### config.mk
export PLATFORM = sky130hd
export DESIGN_NAME = unidad_control_multiciclo
export DESIGN_NICKNAME = d
export VERILOG_FILES = /design/src/rtl/unidad_control_multiciclo.sv
export SDC_FILE = /design/constraint.sdc
export NUM_CORES = 1
export LEC_CHECK = 0
export CAP_MARGIN = 20
export CORE_ASPECT_RATIO = 1.25
export CORE_MARGIN = 1
export CORE_UTILIZATION = 49
export CTS_CLUSTER_SIZE = 25
export DETAILED_ROUTE_END_ITERATION = 10
export PLACE_DENSITY = 0.91
export SLEW_MARGIN = 20
export SYNTH_ARGS = -nofsm -noshare
export SYNTH_HDL_FRONTEND = slang
export SYNTH_SLANG_ARGS = --single-unit
### constraint.sdc
create_clock -name clk -period 1.7 [get_ports clk]
set_input_delay 0.17 -clock clk [delete_from_list [all_inputs] [get_ports clk]]
set_output_delay 0.17 -clock clk [all_outputs]
set_load 0.01 [all_outputs]
### src/rtl/unidad_control_multiciclo.sv
// unidad_control_multiciclo: multicycle control FSM with memory handshake, illegal-opcode trap and retire counter
module unidad_control_multiciclo #(
  parameter int ALUOP_W = 3,
  parameter int CNT_W = 16,
  parameter int TRAP_ILLEGAL = 1
) (
  input  logic               clk,
  input  logic               reset,
  input  logic [5:0]         OpCode,
  input  logic               MemReady,
  output logic               PCWrite,
  output logic               PCWriteCond,
  output logic               IorD,
  output logic               IRWrite,
  output logic               MemRead,
  output logic               MemWrite,
  output logic               MemToReg,
  output logic               RegDst,
  output logic               RegWrite,
  output logic               ALUSrcA,
  output logic [1:0]         ALUSrcB,
  output logic [ALUOP_W-1:0] ALUOp,
  output logic               PCSrc,
  output logic [1:0]         BrType,
  output logic               Illegal,
  output logic [CNT_W-1:0]   RetireCount
);
  localparam logic [5:0] opR = 6'b000000, opAddi = 6'b001000, opOri = 6'b001101, opAndi = 6'b001100;
  localparam logic [5:0] opSlti = 6'b001010, opLw = 6'b100011, opSw = 6'b101011;
  localparam logic [5:0] opBeq = 6'b000100, opBne = 6'b000101, opBgtz = 6'b000111;
  typedef enum logic [3:0] {
    FETCH, DECODE, EXEC_R, EXEC_I, MEM_ADDR, MEM_READ, MEM_WRITE, MEM_WB, ALU_WB, BRANCH, HALT
  } stateT;
  stateT state, nextState;
  logic [5:0] OpReg;
  logic [CNT_W-1:0] count;
  logic [2:0] aluOp;
  logic retire, isR, isI, isMem, isBr;
  assign isR = OpCode == opR;
  assign isI = OpCode == opAddi || OpCode == opOri || OpCode == opAndi || OpCode == opSlti;
  assign isMem = OpCode == opLw || OpCode == opSw;
  assign isBr = OpCode == opBeq || OpCode == opBne || OpCode == opBgtz;
  assign ALUOp = ALUOP_W'(aluOp);
  assign RetireCount = reset ? '0 : count;
  always_ff @(posedge clk) begin
    if (reset) begin
      state <= FETCH;
      OpReg <= '0;
      count <= '0;
    end else begin
      state <= nextState;
      if (state == DECODE) OpReg <= OpCode;
      if (retire) count <= count + 1'b1;
    end
  end
  always_comb begin
    nextState = state;
    retire = 1'b0;
    {PCWrite, PCWriteCond, IorD, IRWrite, MemRead, MemWrite, MemToReg, RegDst, RegWrite, ALUSrcA} = '0;
    ALUSrcB = 2'b00;
    aluOp = 3'd0;
    PCSrc = 1'b0;
    BrType = 2'b00;
    Illegal = 1'b0;
    case (state)
      FETCH: begin
        MemRead = 1'b1;
        ALUSrcB = 2'b01;
        IRWrite = MemReady;
        PCWrite = MemReady;
        nextState = MemReady ? DECODE : FETCH;
      end
      DECODE: begin
        ALUSrcB = 2'b10;
        nextState = isR ? EXEC_R : isI ? EXEC_I : isMem ? MEM_ADDR : isBr ? BRANCH :
                    (TRAP_ILLEGAL != 0) ? HALT : FETCH;
        retire = !(isR || isI || isMem || isBr) && TRAP_ILLEGAL == 0;
      end
      EXEC_R: begin
        ALUSrcA = 1'b1;
        aluOp = 3'd2;
        nextState = ALU_WB;
      end
      EXEC_I: begin
        ALUSrcA = 1'b1;
        ALUSrcB = (OpReg == opOri || OpReg == opAndi) ? 2'b11 : 2'b10;
        aluOp = OpReg == opOri ? 3'd3 : OpReg == opAndi ? 3'd4 : OpReg == opSlti ? 3'd5 : 3'd0;
        nextState = ALU_WB;
      end
      ALU_WB: begin
        RegWrite = 1'b1;
        RegDst = OpReg == opR;
        retire = 1'b1;
        nextState = FETCH;
      end
      MEM_ADDR: begin
        ALUSrcA = 1'b1;
        ALUSrcB = 2'b10;
        nextState = OpReg == opLw ? MEM_READ : MEM_WRITE;
      end
      MEM_READ: begin
        IorD = 1'b1;
        MemRead = 1'b1;
        nextState = MemReady ? MEM_WB : MEM_READ;
      end
      MEM_WRITE: begin
        IorD = 1'b1;
        MemWrite = 1'b1;
        retire = MemReady;
        nextState = MemReady ? FETCH : MEM_WRITE;
      end
      MEM_WB: begin
        RegWrite = 1'b1;
        MemToReg = 1'b1;
        retire = 1'b1;
        nextState = FETCH;
      end
      BRANCH: begin
        ALUSrcA = 1'b1;
        aluOp = 3'd1;
        PCWriteCond = 1'b1;
        PCSrc = 1'b1;
        BrType = OpReg == opBne ? 2'b01 : OpReg == opBgtz ? 2'b10 : 2'b00;
        retire = 1'b1;
        nextState = FETCH;
      end
      HALT: Illegal = 1'b1;
      default: nextState = FETCH;
    endcase
    // reset forces every output low combinationally, not just from the next edge
    if (reset) {PCWrite, PCWriteCond, IorD, IRWrite, MemRead, MemWrite, MemToReg, RegDst, RegWrite,
                ALUSrcA, ALUSrcB, aluOp, PCSrc, BrType, Illegal} = '0;
  end
endmodule

==> load_flow_metrics.sql <==
INSERT INTO impl_metrics (metric_group, metric, value, unit) VALUES
('outcome', 'status', 'finished with violations', ''),
('outcome', 'failing_checks', 'negative setup slack', ''),
('critical_path', 'critPathMaxFanout', '5', ''),
('synth', 'dominantRegCellSynth', 'dfxtp_1', ''),
('cts', 'clock-sinks', '26', ''),
('power', 'power.clock.fraction', '28.6', '%'),
('cts', 'cts_max_level', '1', ''),
('global_route', 'global_router_s_overall_resource_usage', '27.8', '%'),
('floorplanning', 'core_area', '3250', 'µm²'),
('power', 'share_comb_of_total_power', '26.0', '%'),
('synth', 'netlist.area_leader.share', '30.5', '%'),
('synth', 'syn_avg_cell_area', '7.72', 'µm²'),
('cts', 'path_clk_slew', '100', 'ps'),
('synth', 'synthTopCellsByArea', 'dfxtp_1 30%, nor2_1 7.7%, mux2i_1 5.3%', ''),
('placed_design', 'dp_hpwl', '3520', 'µm'),
('timing', 'clock_skew', '7.11', 'ps'),
('cts', 'clock_tree.buffer_depth', '2', ''),
('cells_and_area', 'flow.area_growth_from_synthesis', '58.2', '%'),
('timing', 'final_max_slew_viol_count', '0', ''),
('global_route', 'grt_antenna_before_repair', '0', ''),
('floorplanning', 'die_x', '54.8', 'µm'),
('drt', 'wl_per_cell', '17.3', 'µm'),
('floorplanning', 'initial_core_util', '52.5', '%'),
('global_route', 'grt_util_met3', '4.44', '%'),
('critical_path', 'worst-endpoint-required', '1860', 'ps'),
('timing', 'report.final.hold_viol_count', '0', ''),
('power', 'peak_vdd_ir', '0.000687', 'V'),
('timing', 'finalSetupViolations', '14', ''),
('synth', 'synth_area', '1710', 'µm²'),
('global_route', 'maximum_number_of_pins_on_one_net_before_global_route_repair', '16', ''),
('min_path', 'worst_hold_startpoint', 'reset', ''),
('synth', 'synth.ff_latch_count', '26', ''),
('power', 'power.switching', '0.427', 'mW'),
('critical_path', 'launch_instance_of_the_worst_register_to_register_path', 'state[2]', ''),
('critical_path', 'criticalPathCategory', 'flip-flop to flip-flop', ''),
('cells_and_area', 'antennaDiodeCount', '0', ''),
('timing', 'min_period_over_period', '107', '%'),
('placed_design', 'placement_cell_area', '2430', 'µm²'),
('synth', 'yosysUniqueCellTypes', '47', ''),
('power', 'p_leak', '1.19', 'nW'),
('floorplanning', 'die_area', '3720', 'µm²'),
('timing', 'fmaxAchievable', '0.550', 'GHz'),
('drt', 'first_pass_iters', '4', ''),
('min_path', 'worst_hold_path_type', 'primary input to flip-flop', ''),
('power', 'seqPwrFrac', '45.4', '%'),
('timing', 'slew-limit-headroom', '67.4', '%'),
('placed_design', 'place_ws', '-238', 'ps'),
('cells_and_area', 'layout-drive-gt1-share', '35.9', '%'),
('power', 'internal_power', '1.02', 'mW'),
('floorplanning', 'number_of_cell_rows', '23', ''),
('critical_path', 'slowest_delay', '410', 'ps'),
('cts', 'cts_inserted_buffers', '3', ''),
('drt', 'drt.antenna.violating_nets', '0', ''),
('synth', 'synth_largest_area_cell', 'dfxtp_1', ''),
('cells_and_area', 'num-nets-final', '315', ''),
('critical_path', 'timing.critical_path.cells', 'buf_8 -> and4bb_2 -> buf_4 -> a22oi_2 -> buf_6 -> nor3_4 -> mux2_4', ''),
('global_route', 'grt_util_met1', '28.4', '%'),
('power', 'power.density', '535', 'nW/µm²'),
('power', 'power.share.switching', '29.5', '%'),
('global_route', 'via_count_of_the_first_global_routing_pass', '1781', ''),
('floorplanning', 'die_y', '68.0', 'µm'),
('cts', 'clock_tree_from_tritoncts', 'built', ''),
('synth', 'edff_count_synth', '0', ''),
('cells_and_area', 'n_fill_cell', '187', ''),
('timing', 'tightest_slew', '482', 'ps'),
('timing', 'setup_ws', '-117', 'ps'),
('drt', 'via_per_inst', '6.01', ''),
('drt', 'remaining_drc_errors', '0', ''),
('critical_path', 'timing.critical_path.slowest_stage_cell', 'dfxtp_4', ''),
('synth', 'synth_sequential_area_ratio', '30.5', '%'),
('cts', 'clock_latency_reported_for_the_late_side_of_the_worst_skew_pair', '270', 'ps');
-- critical path: cells and delay by family, from the launching register on --
kind | cells | cell delay, ps
simple gates | 2 | 310
buf+inv | 3 | 450
flops | 1 | 410
mux | 1 | 300
compound gates | 1 | 240
-- cell type report --
class | count | area, µm² | area share, %
multi-input cells | 174 | 1260 | 46.6
repair buffers | 94 | 791 | 29.3
flip-flops and latches | 26 | 528 | 19.6
clock buffers | 4 | 55.1 | 2.04
well taps | 37 | 46.3 | 1.71
inverters | 6 | 22.5 | 0.834
-- power groups by stage --
stage | clock (mW) | combinational (mW) | sequential [mW]
after floorplan | 0 | 0.172 | 0.659
after global placement | 0 | 0.338 | 0.662
after detailed placement | 0 | 0.345 | 0.664
after CTS | 0.408 | 0.345 | 0.650
after global routing | 0.435 | 0.402 | 0.657
final | 0.414 | 0.376 | 0.656
-- sequential cells by signal, summed over array words and instances, names as in the netlist --
name / count
count: 16
OpReg: 6
state: 4
-- Yosys cell counts, drive strengths merged (2+ instances only) --
cell / instances
o21a: 2
nand2: 12
a211oi: 2
nor4: 2
o21ai: 11
dfxtp: 26
clkbuf: 5
o22ai: 2
inv: 6
nor2: 35
nor4b: 2
buf: 10
nor2b: 14
mux2i: 9
nand3: 8
a22oi: 3
mux2: 8
or3: 5
nand4: 3
xnor2: 3
o31ai: 2
or4: 4
nand2b: 7
nor3: 16
a21oi: 7
and3: 2
-- per-stage QoR --
stage               power (mW)  instances  hold slack [ps]
detailed placement        1.01        328              473
finish                    1.45        341              485
CTS                       1.40        334              407
global placement          1.00        328              459
global route              1.49        341              484
floorplan                0.831        221              317
-- per-layer routing --
layer | up-vias | part of all wire [%]
met1 | 986 | 36
met5 | - | 0
met4 | 0 | 4.3
li1 | 946 | -
met3 | 30 | 5.7
met2 | 87 | 54
-- final timing paths --
| kind | endpoint | slack, ps | depth (start not counted) |
|---|---|---|---|
| worst min register to register | count[15] | 510 | 2 |
| worst max register to register | count[12] | -120 | 7 |
| worst max-delay path | count[12] | -120 | 7 |
| worst min-delay path | count[15] | 490 | 4 |
-- cell families after synthesis --
kind of cell | after synthesis | synth area share [%]
mux | 17 | 10.6
flops | 26 | 30.5
fa+ha+maj | 1 | 0.733
simple gates | 116 | 36.9
buf+inv | 21 | 5.50
compound gates | 36 | 13.7
xor+xnor | 4 | 2.05
-- placed cells by master, fill, tap and decap left out, types with 2 or more instances in the layout --
master and instances:
dlygate4sd2_1 5, nor3_2 6, a22oi_1 2, nand3_1 7, o31ai_1 2, or4_1 4
nand2_1 12, nor3_4 5, or3_1 4, buf_4 45, inv_1 6, nor2_2 2
dfxtp_1 22, dfxtp_2 3, a21oi_1 7, xnor2_1 3, buf_2 8, o21a_1 2
clkbuf_8 4, o21ai_0 10, nor2b_1 13, nor2_1 32, nand2b_1 5, mux2_4 3
nor3_1 5, buf_6 5, nand2b_4 2, nor4_2 2, mux2_2 5, nand4_1 2
clkbuf_2 4, and3_1 2, clkdlybuf4s50_1 22, mux2i_1 9
-- what timing repair did --
item | in CTS | in global routing
gates cloned | 0 | 1
buffers inserted | 2 | 7
resized for setup | 53 | 52
pin swaps | 5 | 12
setup endpoints to repair | 28 | 34
Power figures use the tool's default switching activity.
